[config.mk]
export PLATFORM = sky130hd
export DESIGN_NAME = seq_add_sub
export DESIGN_NICKNAME = d
export VERILOG_FILES = /design/src/rtl/seq_add_sub.sv
export SDC_FILE = /design/constraint.sdc
export NUM_CORES = 1
export LEC_CHECK = 0
export BUFFER_PORTS_ARGS = -buffer_cell sky130_fd_sc_hd__buf_2
export CORE_MARGIN = 4
export CORE_UTILIZATION = 25
export DETAILED_ROUTE_END_ITERATION = 10
export GPL_TIMING_DRIVEN = 1
export HOLD_SLACK_MARGIN = 0.12
export PLACE_DENSITY_LB_ADDON = 0.15
export SYNTH_ARGS = -nofsm -noshare
export SYNTH_HDL_FRONTEND = slang
export SYNTH_SLANG_ARGS = --single-unit
[constraint.sdc]
create_clock -name CLK -period 3.14 [get_ports CLK]
set_clock_uncertainty 0.2 [all_clocks]
set_input_delay 0.157 -clock CLK [delete_from_list [all_inputs] [get_ports CLK]]
set_output_delay 0.157 -clock CLK [all_outputs]
set_load 0.02 [all_outputs]
[src/rtl/seq_add_sub.sv]
// Multi-cycle adder/subtractor: WIDTH-bit operands are processed CHUNK bits per clock,
// with a carry register between slices and a start/busy/done handshake.
module seq_add_sub #(
    parameter int WIDTH = 32,
    parameter int CHUNK = 8
) (
    input  logic             CLK,
    input  logic             RST_N,
    input  logic             START,
    input  logic [WIDTH-1:0] A,
    input  logic [WIDTH-1:0] B,
    input  logic             SnA,
    output logic [WIDTH-1:0] Y,
    output logic             CO,
    output logic             V,
    output logic             Z,
    output logic             BUSY,
    output logic             DONE
);

    localparam int NSLICE = WIDTH / CHUNK;
    localparam int CW     = (NSLICE > 1) ? $clog2(NSLICE) : 1;

    if (WIDTH % CHUNK != 0) begin : g_bad_chunk
        $error("seq_add_sub: WIDTH must be a multiple of CHUNK");
    end

    typedef enum logic [1:0] {
        S_IDLE = 2'd0,
        S_RUN  = 2'd1,
        S_FIN  = 2'd2
    } state_t;

    state_t           state_q, state_d;
    logic [WIDTH-1:0] a_q, a_d;
    logic [WIDTH-1:0] b_q, b_d;
    logic [WIDTH-1:0] res_q, res_d;
    logic             carry_q, carry_d;
    logic [CW-1:0]    cnt_q, cnt_d;
    logic [WIDTH-1:0] y_q, y_d;
    logic             co_q, co_d;
    logic             v_q, v_d;
    logic             z_q, z_d;
    logic             busy_q, busy_d;
    logic             done_q, done_d;
    logic [CHUNK:0]   sum_s;

    // Operands shift right one slice per cycle, so the active slice always sits in the low bits
    // and the result fills in from the top; at the last slice the low bits hold the operand MSBs.
    always_comb begin
        state_d = state_q;
        a_d     = a_q;
        b_d     = b_q;
        res_d   = res_q;
        carry_d = carry_q;
        cnt_d   = cnt_q;
        y_d     = y_q;
        co_d    = co_q;
        v_d     = v_q;
        z_d     = z_q;
        busy_d  = 1'b0;
        done_d  = 1'b0;
        sum_s   = {1'b0, a_q[CHUNK-1:0]} + {1'b0, b_q[CHUNK-1:0]} + {{CHUNK{1'b0}}, carry_q};

        case (state_q)
            S_IDLE, S_FIN: begin
                if (START) begin
                    state_d = S_RUN;
                    a_d     = A;
                    b_d     = B ^ {WIDTH{SnA}};
                    carry_d = SnA;
                    cnt_d   = '0;
                    busy_d  = 1'b1;
                end else begin
                    state_d = S_IDLE;
                end
            end
            S_RUN: begin
                a_d                    = a_q >> CHUNK;
                b_d                    = b_q >> CHUNK;
                res_d                  = res_q >> CHUNK;
                res_d[WIDTH-1 -: CHUNK] = sum_s[CHUNK-1:0];
                carry_d                = sum_s[CHUNK];
                cnt_d                  = cnt_q + CW'(1);
                if (cnt_q == CW'(NSLICE - 1)) begin
                    state_d = S_FIN;
                    cnt_d   = '0;
                    done_d  = 1'b1;
                    y_d     = res_d;
                    co_d    = sum_s[CHUNK];
                    v_d     = (a_q[CHUNK-1] == b_q[CHUNK-1]) && (res_d[WIDTH-1] != a_q[CHUNK-1]);
                    z_d     = (res_d == '0);
                end else begin
                    busy_d = 1'b1;
                end
            end
            default: begin
                state_d = S_IDLE;
            end
        endcase
    end

    // State, datapath and output registers; reset abandons any in-flight operation.
    always_ff @(posedge CLK or negedge RST_N) begin
        if (!RST_N) begin
            state_q <= S_IDLE;
            a_q     <= '0;
            b_q     <= '0;
            res_q   <= '0;
            carry_q <= 1'b0;
            cnt_q   <= '0;
            y_q     <= '0;
            co_q    <= 1'b0;
            v_q     <= 1'b0;
            z_q     <= 1'b0;
            busy_q  <= 1'b0;
            done_q  <= 1'b0;
        end else begin
            state_q <= state_d;
            a_q     <= a_d;
            b_q     <= b_d;
            res_q   <= res_d;
            carry_q <= carry_d;
            cnt_q   <= cnt_d;
            y_q     <= y_d;
            co_q    <= co_d;
            v_q     <= v_d;
            z_q     <= z_d;
            busy_q  <= busy_d;
            done_q  <= done_d;
        end
    end

    assign Y    = y_q;
    assign CO   = co_q;
    assign V    = v_q;
    assign Z    = z_q;
    assign BUSY = busy_q;
    assign DONE = done_q;

endmodule

==> results_dict.tcl <==
set metrics [dict create \
    status "completed" \
    dpl.hpwl_um 9540 \
    numPortBuffers 104 \
    grt_pass1_vias 4369 \
    r2r-start "a_q[0]" \
    netlist_area_sq_um 5630 \
    fmaxAchievable_mhz 363 \
    yosys.area.top_type "dfrtp_1" \
    cp.depth 8 \
    hold_violations 0 \
    path_buf_inv 0 \
    min_path_type "in2async" \
    yosysUniqueCellTypes 29 \
    core_area_sq_um 22000 \
    power_leakage_uw 0.00363 \
    tightest_slew_ns 0.919 \
    clock-sinks 130 \
    avgViaCountPerCell 4.40 \
    antenna_found_initial 0 \
    clk-insertion-delay-late_ns 0.41 \
    rsz0062_at_grt "false" \
    rrSetupSlack_ns 0.39 \
    synth_fp_nets 595 \
    cpPeakStageDelay_ns 0.48 \
    postSynthCellCount 517 \
    rows 54 \
    gp_congestion 0.749 \
    synth-seq-area-share 0.578 \
    setup_violations 0 \
    wl_per_cell_um 14.9 \
    cts_tree "built" \
    drt_first_pass_iters 4 \
    finalCriticalPeriod_ns 2.75 \
    ioPinCount 105 \
    end_kind "flop" \
    crit_path_end "Z" \
    crit_type "reg2reg" \
    root_buffer "clkbuf_16" \
    start_util 0.256 \
    fin_setup_tns_ns 0 \
    die-width_um 158 \
    reg2reg_depth 8 \
    vias 4262 \
    synth_top_area_frac 0.578 \
    avgSynthCellArea_sq_um 10.9 \
    synthMostInstantiatedCell "dfrtp_1" \
    layout_setup_ws_ns 0.388 \
    grt_max_degree 76 \
    synth-edff-count 0 \
    drtIter0Drc 246 \
    antenna_left 0 \
    power_density_nw_per_um2 1030 \
    drc 0 \
    fin_crit_sh 0.876 \
    startpoint "a_q[0]" \
    path_cells "fa_1 -> fa_1 -> a211oi_1 -> o21bai_1 -> a21oi_1 -> xnor2_1 -> nand2_1 -> o31ai_2" \
    ys_top_cells_by_count "dfrtp_1, nand2_1, xnor2_1" \
    nets 756 \
    h-tree-depth 4 \
    synth_area_leaders "dfrtp_1, nand2_1, xnor2_1, mux2_2, a221o_1" \
    synth_seq_cells 130 \
    crit_top_cell "fa_1" \
    worstPathRequired_ns 3.26 \
    synth_ff_type "dfrtp_1" \
    drive_above_1_share 0.247 \
    ys_async_sr_fraction 1.00 \
    clock_path_buffers 2 \
    yosys_warnings 0 \
    dp_slack_ns 0.386 \
    grt-ovfl-total 0 \
    post_cts_buffers 0 \
    design.die.area_sq_um 25000 \
    diodes 0 \
    reg2reg_to "Z" \
    grt_pass1_wl_um 23400 \
    maxSlewViolCount 0 \
    drt_wl_total_um 14400 \
    crit_fanout 3 \
    cts_buffers 17 \
    cts.clk_slew.worst_paths_ns 0.05 \
    cp.arrival_ns 2.87 \
    ir_drop_v 0.000534 \
    path_delay_family "adder cells" \
    die_h_um 158 \
    slew_headroom 0.388 \
    max_cap_viol_count 0 \
    grt.total_usage 0.120 \
    crit_path_start_kind "flop" \
    crit_path_top_delay_cell "fa_1" \
    area_growth_pct 35.8 \
]
[timing repair]
action,in CTS,in global routing
hold endpoints to repair,140,0
hold buffers,66,0
resized for setup,0,0
[kinds of logic (layout without fill, tap and decap cells)]
logic type,after synthesis,count (layout),synth area share
and+or+nand+nor,178,178,0.125
muxes,26,26,0.0520
xor gates and xnor gates,40,40,0.0622
adders and majority gates,10,10,0.0249
AOI/OAI and AO/OA,95,95,0.130
buffers and inverters,38,209,0.0289
DFF,130,130,0.578
[worst min-delay path by stage]
stage                      from     to  slack, ns  cells past startpoint
after floorplan           RST_N   BUSY      -0.34                      0
after global placement    RST_N  Y[21]       0.03                      1
after detailed placement  RST_N  Y[22]       0.04                      1
after CTS                 RST_N  Y[22]       0.18                      2
after global routing      RST_N  Y[21]       0.22                      2
final                     RST_N  Y[14]       0.16                      2
[metrics by stage]
step                      power, uW  instance area, sq um  hold slack [ns]  utilization  instances
final                          7900                  7650            0.157        0.348        968
after floorplan                5070                  5630           -0.339            -        517
after detailed placement       6050                  6440           0.0447        0.293        873
after global placement         5970                  6440           0.0338        0.293        873
after CTS                      8040                  7650            0.177        0.348        968
after global routing           8510                  7650            0.216        0.348        968
[metal layers]
| layer | GRT usage | routed length (um) |
|---|---|---|
| met3 | 0.0331 | 659 |
| met1 | 0.165 | 6960 |
| met2 | 0.186 | 6660 |
| met5 | 0 | 0 |
| met4 | 0.0329 | 137 |
[placed cells by master (no fill, tap or decap)]
master	count
a221o_1	24
mux2_2	26
a21oi_1	2
a211oi_2	1
inv_1	3
o21bai_1	3
nand3_1	1
buf_2	103
nor2b_4	1
o21ai_0	25
nand4_1	2
clkbuf_8	2
o31ai_1	2
nand2b_1	2
o31ai_2	1
buf_6	1
and3_1	1
clkinv_2	5
nand2_1	127
a22o_1	9
ha_1	8
bufinv_16	2
clkbuf_16	17
nor2_4	1
a21oi_2	2
buf_4	6
clkbuf_1	3
a211oi_1	1
nor2_1	36
xnor2_1	38
buf_12	1
nor4_1	6
dlygate4sd3_1	66
a22oi_1	25
dfrtp_1	130
nor2b_2	1
xor2_1	2
fa_1	2
[power by group]
group / internal [uW] / switching, uW
Combinational: 1250 / 1780
Sequential: 2440 / 540
Clock: 1190 / 702
Total: 4880 / 3020
[layout make-up]
type | instances | area, sq um
multi-input cells | 349 | 2230
flip-flops and latches | 130 | 3250
clock buffers | 22 | 464
clock inverters | 7 | 85.1
fillers | 2204 | 14300
inverters | 3 | 11.3
repair buffers | 177 | 1250
well taps | 280 | 350
[worst register-to-register path, delay by kind of cell (launching register included)]
family | cells | cell delay [ns]
xor+xnor | 1 | 0.19
flops | 1 | 0.40
fa+ha+maj | 2 | 0.91
simple gates | 1 | 0.09
compound gates | 4 | 0.87
[registers in the layout, summed over array words and instances, names as in the netlist]
name     cells
res_q       24
a_q         32
BUSY         1
Y           32
CO           1
V            1
cnt_q        2
DONE         1
carry_q      1
state_q      2
b_q         32
Z            1
Power figures use the tool's default switching activity.
